--- src/rtl/servisia_mem_bridge_pkg.sv ---
// Shared constants for the servisia memory bridge: FSM encodings and byte-lane sizing.
package servisia_mem_bridge_pkg;

    localparam int unsigned NBYTES = 4;
    localparam int unsigned LANE_W = $clog2(NBYTES);

    localparam logic [1:0] ST_IDLE   = 2'd0;
    localparam logic [1:0] ST_ACCESS = 2'd1;
    localparam logic [1:0] ST_DRAIN  = 2'd2;
    localparam logic [1:0] ST_ACK    = 2'd3;

endpackage

--- src/rtl/servisia_mem_bridge.sv ---
// Wishbone-classic slave that serialises 32-bit accesses into four byte strobes
// for servisia_mem and gathers read bytes into one registered word.
module servisia_mem_bridge
    import servisia_mem_bridge_pkg::*;
#(
    parameter int unsigned MEM_AW = 21
) (
    input  logic              clk_i,
    input  logic              rst_i,
    input  logic [31:0]       wb_adr_i,
    input  logic [31:0]       wb_dat_i,
    input  logic [3:0]        wb_sel_i,
    input  logic              wb_we_i,
    input  logic              wb_cyc_i,
    output logic [31:0]       wb_rdt_o,
    output logic              wb_ack_o,
    output logic              mem_read_o,
    output logic              mem_write_o,
    output logic [MEM_AW-1:0] mem_addr_o,
    output logic [7:0]        mem_wdata_o,
    input  logic [7:0]        mem_rdata_i
);

    logic [1:0]        r_state;
    logic [LANE_W-1:0] r_cnt;
    logic [MEM_AW-3:0] r_adr;
    logic [31:0]       r_dat;
    logic [3:0]        r_sel;
    logic              r_we;
    logic [23:0]       r_gather;

    logic [LANE_W-1:0] w_cnt_nxt;
    logic              w_last;
    logic              w_unused_adr;

    assign w_cnt_nxt    = r_cnt + 1'b1;
    assign w_last       = (r_cnt == LANE_W'(NBYTES - 1));
    assign w_unused_adr = ^{wb_adr_i[31:MEM_AW], wb_adr_i[1:0]};

    always_ff @(posedge clk_i or posedge rst_i) begin
        if (rst_i) begin
            r_state     <= ST_IDLE;
            r_cnt       <= '0;
            r_adr       <= '0;
            r_dat       <= '0;
            r_sel       <= '0;
            r_we        <= 1'b0;
            r_gather    <= '0;
            wb_rdt_o    <= '0;
            wb_ack_o    <= 1'b0;
            mem_read_o  <= 1'b0;
            mem_write_o <= 1'b0;
            mem_addr_o  <= '0;
            mem_wdata_o <= '0;
        end else begin
            wb_ack_o <= 1'b0;
            case (r_state)
                ST_IDLE: begin
                    if (wb_cyc_i) begin
                        r_adr       <= wb_adr_i[MEM_AW-1:2];
                        r_dat       <= wb_dat_i;
                        r_sel       <= wb_sel_i;
                        r_we        <= wb_we_i;
                        r_cnt       <= '0;
                        mem_addr_o  <= {wb_adr_i[MEM_AW-1:2], LANE_W'(0)};
                        mem_wdata_o <= wb_dat_i[7:0];
                        mem_read_o  <= ~wb_we_i;
                        mem_write_o <= wb_we_i & wb_sel_i[0];
                        r_state     <= ST_ACCESS;
                    end
                end
                ST_ACCESS: begin
                    // rdata trails its strobe by one cycle, so this cycle carries lane cnt-1
                    for (int i = 0; i < 3; i++) begin
                        if (!r_we && r_cnt == LANE_W'(i + 1)) begin
                            r_gather[8*i +: 8] <= mem_rdata_i;
                        end
                    end
                    if (w_last) begin
                        mem_read_o  <= 1'b0;
                        mem_write_o <= 1'b0;
                        wb_ack_o    <= r_we;
                        r_state     <= r_we ? ST_ACK : ST_DRAIN;
                    end else begin
                        r_cnt       <= w_cnt_nxt;
                        mem_addr_o  <= {r_adr, w_cnt_nxt};
                        mem_wdata_o <= r_dat[8*w_cnt_nxt +: 8];
                        mem_read_o  <= ~r_we;
                        mem_write_o <= r_we & r_sel[w_cnt_nxt];
                    end
                end
                ST_DRAIN: begin
                    wb_rdt_o <= {mem_rdata_i, r_gather};
                    wb_ack_o <= 1'b1;
                    r_state  <= ST_ACK;
                end
                ST_ACK: begin
                    r_state <= ST_IDLE;
                end
                default: begin
                    r_state <= ST_IDLE;
                end
            endcase
        end
    end

endmodule

--- config.mk ---
export PLATFORM = sky130hd
export DESIGN_NAME = servisia_mem_bridge
export DESIGN_NICKNAME = d
export VERILOG_FILES = /design/src/rtl/servisia_mem_bridge_pkg.sv /design/src/rtl/servisia_mem_bridge.sv
export SDC_FILE = /design/constraint.sdc
export NUM_CORES = 1
export LEC_CHECK = 0
export ABC_AREA = 1
export BUFFER_PORTS_ARGS = -buffer_cell sky130_fd_sc_hd__buf_2
export CORE_MARGIN = 2
export CORE_UTILIZATION = 32
export CTS_CLUSTER_SIZE = 12
export DETAILED_ROUTE_END_ITERATION = 12
export SETUP_SLACK_MARGIN = 0.5
export SYNTH_ARGS = -nofsm -noshare
export SYNTH_HDL_FRONTEND = slang
export SYNTH_SLANG_ARGS = --single-unit
--- constraint.sdc ---
create_clock -name clk_i -period 8.5 [get_ports clk_i]
set_input_delay 0.85 -clock clk_i [delete_from_list [all_inputs] [get_ports clk_i]]
set_output_delay 0.85 -clock clk_i [all_outputs]
set_load 0.02 [all_outputs]
==> out/summary.md, run 1 <==
The flow ran to the end, and the final reports show no timing, DRC or antenna violations. The tightest min-delay check is of the reg2reg type. The run gives 22.5 mm as the wire length of the first global-routing pass. After detailed routing, the number of remaining DRC violations is 0.

For the global-route total usage across every layer, the log shows 0.142. The maximum fanout along the worst path works out to 57. The element type at the critical path start is a flip-flop. The via count of the first global-routing pass was 4235; the post-detailed-placement half-perimeter wirelength was 9.22 mm. Number of buffers inserted by hold repair at cts: 0.

The cell sitting at the root of the clock tree is a clkbuf_16. The die is 144 um wide. The number of flops mapped to enable cells by yosys works out to 0. After synthesis, the cell types taking the most area are dfrtp_1, nand2_1, mux2_2.

The total negative setup slack is 0 ps, and the worst setup margin is 5810 ps. The netlist area before placement is 6250 um^2, and the share of async-settable or async-resettable flops after synthesis is 1.00. The worst hold margin came out at 464 ps.

The worst voltage drop across the vdd grid is 0.000165 V, and the number of buffers created by CTS is 17. STA puts the critical path data arrival time at 3040 ps. The number of nets in the final layout was 814. The maximum level of the CTS H-tree was 4.

The run gives 144 as the total I/O pin count. The analysis attributes to cell leakage a power of 3.89 nW. The largest total area in the synthesized netlist belongs to dfrtp_1.

The core region is 19300 um^2. STA puts the critical path data required time at 8850 ps. The via-per-instance ratio is 4.33. Setup violations remaining at the end of the flow were counted as 0. Insertion delay of the later-clocked pin in the worst-skew pair: 420 ps.

At the end of routability-driven placement, the weighted congestion stood at 0.777. The tools report the initial standard-cell utilization of the core as 0.323. In this run, post-CTS repair resized a total of 0 instances. The sequential fraction of the synthesis area came out at 0.584.

The synthesized net count came out at 693. The transition time at the pin with the least slew margin came out at 1150 ps. The logs give 0 for the number of antenna violations at the first check in global routing and 0.235 for the worst slew margin relative to its limit. The routed layout has 4360 vias. The clock net in this run drives a total of 146 sinks. The worst setup path is captured at a flip-flop. In this run the worst setup path begins at r_state[1]. The most frequent cell after synthesis is nand2_1. The logs give 0 for the number of warnings printed during yosys synthesis and 21 for the count of different cell masters after synthesis. Max-cap violations in this run came to 0. The area growth from synthesis to layout is 22.2%. In this run the remaining antenna-violating nets after routing total 0. For this run, the detailed router's first-pass iteration total came to 4. The die is 144 um tall. The layout has 1953 filler cells. For this run the aggregate overflow at the end of global routing stands at 0. The DRC violation total after the first TritonRoute iteration was 144; the worst setup timing slack at the placement stage was 5710 ps. The leading register cell type out of synthesis is dfrtp_1. The worst register-to-register path begins at r_state[1].

TritonCTS built the clock tree. Maximum number of pins on one net before global-route repair: 78. The detailed-route wire length per cell is 13.9 um. A synthesized cell averages 10.3 um^2.

Setup repair after global routing left no endpoint under its margin. The max-slew violation total from the final report came out at 0. Counting instances in the post-synthesis netlist gives the leading cell types as nand2_1, dfrtp_1, o21ai_0.

The number of setup buffers added after CTS is 0. The smallest clock period supported by the final layout is computed as 2690 ps. The fraction of post-synthesis cell area in the top cell type by area was 0.584; the total of flip-flops plus latches after synthesis was 146. Startpoint-to-endpoint class of the critical path: reg2reg.

Clock skew on the completed layout was measured at 7.26 ps. The tools report the startpoint of the lowest-slack hold path as wb_rdt_o[21]. The longest clock path from root to sink contains 2 buffers. The share of layout cells above drive strength 1 is 0.304, and the highest clock frequency the design can meet is 372 MHz. The final period utilization was 0.316; the number of hold violations in the final report was 0. Dividing total power by cell area gives a power density of 425 nW/um^2. The area enclosed by the die boundary is 20700 um^2, and the port buffer count is 130. Wires add up to 14.0 mm. For the post-synthesis instance total, the log shows 605. After clock tree synthesis, the clock-pin slew on the worst setup and hold paths is 60 ps.

The row count was 51.
-- sequential cells by signal, summed over array words and instances (netlist names) --
| signal | flops |
|---|---|
| r_gather | 24 |
| wb_ack_o | 1 |
| r_we | 1 |
| r_sel | 4 |
| mem_write_o | 1 |
| wb_rdt_o | 32 |
| r_state | 2 |
| mem_read_o | 1 |
| r_dat | 32 |
| mem_addr_o | 21 |
| r_adr | 19 |
| mem_wdata_o | 8 |
-- worst max-delay path, cell delays in order (launching register included) --
cell     delay [ps]
dfrtp_1         400
inv_1           140
ha_1            660
nand2_1         230
o21ai_2         110
nand2_2         580
nor2_1          340
nand2_1          80
nand2_1          80
-- per-layer routing --
layer | vias up | GRT usage | routed length [um]
li1 | 2204 | - | -
met1 | 2039 | 0.188 | 6680
met2 | 96 | 0.220 | 6270
met3 | 21 | 0.0500 | 860
met4 | 0 | 0.0408 | 174
met5 | - | 0 | 0
-- cells by family after synthesis --
logic type,after synthesis,synth area share
compound gates,60,0.0486
buf+inv,54,0.0464
simple gates,263,0.164
flops,146,0.584
mux,74,0.140
fa+ha+maj,8,0.0160
-- final timing paths --
kind | slack, ps | cells after the start | to
worst min register to register | 460 | 2 | wb_rdt_o[21]
max in group asynchronous | 6510 | 3 | r_dat[28]
worst max register to register | 5810 | 8 | mem_addr_o[0]
worst min-delay path | 460 | 2 | wb_rdt_o[21]
worst max-delay path | 5810 | 8 | mem_addr_o[0]
min in group asynchronous | 530 | 2 | mem_addr_o[6]
-- through the flow --
| stage | util | instances | power, mW | instance area, um^2 |
|---|---|---|---|---|
| floorplan | - | 605 | 2.23 | 6250 |
| global placement | 0.365 | 972 | 2.53 | 7060 |
| detailed placement | 0.365 | 972 | 2.56 | 7060 |
| CTS | 0.395 | 1004 | 3.31 | 7630 |
| global route | 0.395 | 1004 | 3.51 | 7630 |
| finish | 0.395 | 1006 | 3.25 | 7640 |
-- final cells by class --
type	count	area, um^2	area share
Antenna cell	2	5.00	0.000655
Timing Repair Buffer	134	681	0.0891
Clock inverter	15	148	0.0193
Multi-Input combinational cell	405	2310	0.302
Clock buffer	17	425	0.0557
Inverter	22	87.6	0.0115
Tap cell	265	332	0.0434
Sequential cell	146	3650	0.478
-- where the power goes --
part / switching (mW) / internal (mW) / total, mW
Combinational: 0.772 / 0.519 / 1.29
Sequential: 0.178 / 1.05 / 1.23
Clock: 0.319 / 0.411 / 0.731
-- cells in the final DEF (no fill, tap or decap), drive strengths merged --
| cell type | synthesis | routed |
|---|---|---|
| nand2 | 214 | 214 |
| dfrtp | 146 | 146 |
| buf | 25 | 134 |
| o21ai | 57 | 57 |
| mux2 | 55 | 55 |
| inv | 21 | 28 |
| nand3 | 26 | 26 |
| nor2 | 22 | 22 |
| mux2i | 19 | 19 |
| clkbuf | 7 | 17 |
| ha | 8 | 8 |
| clkinv | 1 | 6 |
| a21oi | 3 | 3 |
| diode | 0 | 2 |
| clkinvlp | 0 | 2 |
| and2 | 1 | 1 |
| bufinv | 0 | 1 |
(Power assumes the default switching activity.)
==> inputs of run 2 (changes only) <==
Settings changed: ABC_AREA 1 to 0.
Clock period 8.5 ns to 2.65 ns, I/O delays scaled along.
==> run 2 against run 1 <==
Net effect:
- combinational power rose to 3.5 times the previous value
- via count down 16%
- cell area up 2.1%
- first-iteration DRC count down 39%
- non-clock buffer count up 11
- count of clock-buffer cells in the layout up 2
- register-to-register slack worse by 5200 ps
- flip-flop and latch count unchanged
- largest cell class unchanged
- largest power group unchanged
==> out/summary.md, run 2 <==
The run finished with clean final reports. Setup repair after global routing left no endpoint under its margin. The number of flops mapped to enable cells by yosys is 0 (unchanged).

The DRC violation total after the first TritonRoute iteration was 88 (was 144); the post-layout total power was 10.8 mW (was 3.25 mW). The tools report the launching instance or port of the critical path as mem_addr_o[1] (was r_state[1]). The run gives 20400 um^2 (was 20700 um^2) as the area enclosed by the die boundary.

The logs give 616 (was 814) for the number of nets in the final layout and 3.51 nW (was 3.89 nW) for the static leakage. Port buffer count: 130 (unchanged). Fraction of post-synthesis cell area in the top cell type by area: 0.592 (was 0.584). The number of iterations in the first detailed-routing pass came out at 4 (unchanged). The clock root buffer master is clkbuf_16 (unchanged). The tools report the maximum level of the CTS H-tree as 4 (unchanged).

The share of layout cells above drive strength 1 is 0.654 (was 0.304). The vertical die dimension was 143 um (was 144 um). Most frequent cell after synthesis: mux2_2 (was nand2_1). Top cell types by occurrence after synthesis: mux2_2, dfrtp_1, clkbuf_1, mux4_2 (was nand2_1, dfrtp_1, o21ai_0). Post-detailed-placement half-perimeter wirelength: 8.69 mm (was 9.22 mm).

The number of antenna violations at the first check in global routing came out at 1 (was 0). The logs give 0 ps (unchanged) for the total negative setup slack and 27 (was 21) for the count of different cell masters after synthesis. The maximum fanout along the worst path came out at 10 (was 57). The total I/O pin count was 144 (unchanged); the area of combinational cells with multiple inputs was 2400 um^2 (was 2310 um^2). Share of async-settable or async-resettable flops after synthesis: 1.00 (unchanged). The storage element area is 3650 um^2 (unchanged), and the highest clock frequency the design can meet is 491 MHz (was 372 MHz). The final period utilization works out to 0.769 (was 0.316).

The worst setup slack for register-to-register paths was 610 ps (was 5810 ps); the count of cells along the worst register-to-register path was 4 (was 8). The tools report the number of buffers created by CTS as 17 (unchanged). The endpoint of the worst register-to-register path was mem_wdata_o[3] (was mem_addr_o[0]). Number of cells on the critical path: 4 (was 8).

Largest registers: r_dat x32, wb_rdt_o x32, r_gather x24 (unchanged). The logs give 1798 (was 1953) for the number of filler cells placed in the layout and 0.000484 V (was 0.000165 V) for the worst voltage drop across the vdd grid. The logs give 383 (was 605) for the post-synthesis instance total and 146 (unchanged) for the number of sinks driven by the clock tree.

Number of hold violations in the final report: 0 (unchanged). The time the final worst path needs with I/O delays and setup came out at 2040 ps (was 2690 ps). Capturing element type of the critical path: a flip-flop (unchanged). The data arrival at the endpoint of the critical path was 2330 ps (was 3040 ps).

Row count: 50 (was 51). The insertion delay of the later-clocked pin in the worst-skew pair is 410 ps (was 420 ps), and the netlist area before placement is 6170 um^2 (was 6250 um^2). The leading register cell type out of synthesis was dfrtp_1 (unchanged). Largest cells by area after synthesis: dfrtp_1, mux2_2, mux4_2 (was dfrtp_1, nand2_1, mux2_2). The detailed-route wire length per cell is 16.1 um (was 13.9 um), and the width of the die is 143 um (was 144 um). Most used cells in the layout excluding fill and tap cells: mux2_2, dfrtp_1, buf_2 (was nand2_1, dfrtp_1, buf_2).

Endpoint of the worst setup timing path: mem_wdata_o[3] (was mem_addr_o[0]). The sequential fraction of the synthesis area is 0.592 (was 0.584), and the detailed-route wire length is 12.9 mm (was 14.0 mm). The element type at the critical path start is a flip-flop (unchanged). The highest cell delay on the worst timing path works out to 590 ps (was 660 ps). The tools report the wire length of the first global-routing pass as 20.7 mm (was 22.5 mm). The relative area change from synthesis to final layout is 26.3% (was 22.2%). The clock-pin transition on the worst setup and hold timing paths was 60 ps (about the same); the number of remaining DRC errors was 0 (unchanged). The tools report the final number of setup-violating endpoints as 0 (unchanged). The via-per-instance ratio is 4.59 (was 4.33), and the weighted congestion reported at the end of routability-driven placement is 0.675 (was 0.777).

The power density over the cells was 1390 nW/um^2 (was 425 nW/um^2); the average instance area after synthesis was 16.1 um^2 (was 10.3 um^2). The run gives 471 (was 693) as the synthesized net count. The tools report the worst slew margin relative to its limit as 0.605 (was 0.235). The run gives 3888 (was 4235) as the via count of the first global-routing pass. The family with the most delay on the worst path is multiplexers (was simple AND/OR/NAND/NOR gates).

The type of the worst min-delay path was in2reg (was reg2reg). The worst path buffer plus inverter count came out at 0 (was 1). The logs give 0 (unchanged) for the overall overflow remaining after global route and 0 (unchanged) for the max-slew violation total from the final report. The buffer levels on the longest clock path was 2 (unchanged). The number of cells traversed by the worst hold path works out to 2 (unchanged). Startpoint of the worst-slack reg-to-reg timing path: mem_addr_o[1] (was r_state[1]). The maximum number of pins on one net before global-route repair came out at 62 (was 78). The transition time at the pin with the least slew margin works out to 592 ps (was 1150 ps).

Startpoint-to-endpoint class of the critical path: reg2reg (unchanged). The most area-hungry cell type in the Yosys netlist was dfrtp_1 (unchanged). The tools report the final clock skew as 7.03 ps (was 7.26 ps). The run gives 2940 ps (was 8850 ps) as the required time at the endpoint of the critical path. The cell type of the slowest stage on the worst timing path was ha_1 (unchanged). Total of flip-flops plus latches after synthesis: 146 (unchanged). TritonCTS built the clock tree. The tools report the global-route total usage across every layer as 0.132 (was 0.142). The most common library cell in the layout ignoring fill and taps was mux2_2 (was nand2_1). The logs give 0.328 (was 0.323) for the initial standard-cell utilization of the core and 0 (unchanged) for the max-capacitance violation count. The area of the core is 18800 um^2 (was 19300 um^2).

The number of warnings printed during yosys synthesis came out at 0 (unchanged). Cells along the critical path: ha_1 > mux4_2 > mux2_2 > mux2_4 (was inv_1 > ha_1 > nand2_1 > o21ai_2 > nand2_2 > nor2_1 > nand2_1 > nand2_1). Via count of the routed design: 3675 (was 4360). The number of antenna-violating nets in the routed design was 0 (unchanged).
[run 2: cell count changes after synthesis, sizes merged, moves of 17 or more]
cell | previous run | this run
mux2i | 19 | 2
o21ai | 57 | 2
nand2 | 214 | 6
mux2 | 55 | 168
nand3 | 26 | 0
nor2 | 22 | 3
[run 2: cell families (layout without fill, tap and decap cells)]
| kind of cell | Yosys count | in the layout | synth area share |
|---|---|---|---|
| buffers and inverters | 25 | 182 | 0.0205 |
| and+or+nand+nor | 17 | 17 | 0.0146 |
| AOI/OAI and AO/OA | 8 | 8 | 0.00953 |
| other | 0 | 1 | 0 |
| adders and majority gates | 8 | 8 | 0.0162 |
| muxes | 179 | 179 | 0.347 |
| DFF | 146 | 146 | 0.592 |
[run 2: metal layers]
metal / wire length, um / share of wire / track usage / vias up
met3: 804 / 0.062 / 0.0480 / 10
met2: 6140 / 0.48 / 0.216 / 100
met1: 5680 / 0.44 / 0.164 / 1897
li1: - / - / - / 1668
met5: 0 / 0 / 0 / -
met4: 263 / 0.020 / 0.0438 / 0
[run 2: worst register-to-register path, delay by kind of cell (launching register included)]
family / cells / cell delay [ps]
DFF: 1 / 410
muxes: 3 / 920
adders and majority gates: 1 / 600
[run 2: area by class of cell]
class / instances / area share
clock inverter: 12 / 0.0170
inverter: 6 / 0.00337
clock buffer: 19 / 0.0568
timing repair buffer: 145 / 0.104
antenna: 1 / 0.000321
multi-input combinational: 212 / 0.308
sequential: 146 / 0.468
tap: 260 / 0.0417
[run 2: power breakdown]
part | total (mW) | switching [mW] | leakage (nW) | internal (mW)
registers | 3.96 | 0.563 | 1.72 | 3.40
clock network | 2.33 | 0.920 | 0.276 | 1.41
logic | 4.55 | 2.12 | 1.51 | 2.44
[run 2: per-stage QoR]
step                      setup slack (ps)  hold slack (ps)  cell area [um^2]  instances   util
after floorplan                        489              416              6180        383      -
final                                  611             86.3              7800        801  0.414
after detailed placement               555              360              7160        764  0.380
after global routing                   501             65.1              7800        801  0.414
after CTS                              549             65.0              7740        796  0.411
after global placement                 598              359              7160        764  0.380
[run 2: repair_timing]
action | 4_1_cts | 5_1_grt
hold endpoints to repair | 23 | 0
gates resized for setup | 0 | 0
endpoints found under the setup margin | 0 | 19
setup buffers | 0 | 2
hold buffers | 1 | 0
[run 2: worst min-delay path by stage]
| stage | startpoint | end | slack (ps) |
|---|---|---|---|
| 2_1_floorplan | wb_dat_i[0] | r_dat[0] | 420 |
| 3_3_place_gp | rst_i | r_dat[2] | 360 |
| 3_5_place_dp | rst_i | r_dat[26] | 360 |
| 4_1_cts | wb_dat_i[14] | r_dat[14] | 60 |
| 5_1_grt | wb_dat_i[14] | r_dat[14] | 70 |
| 6_report | wb_dat_i[14] | r_dat[14] | 90 |
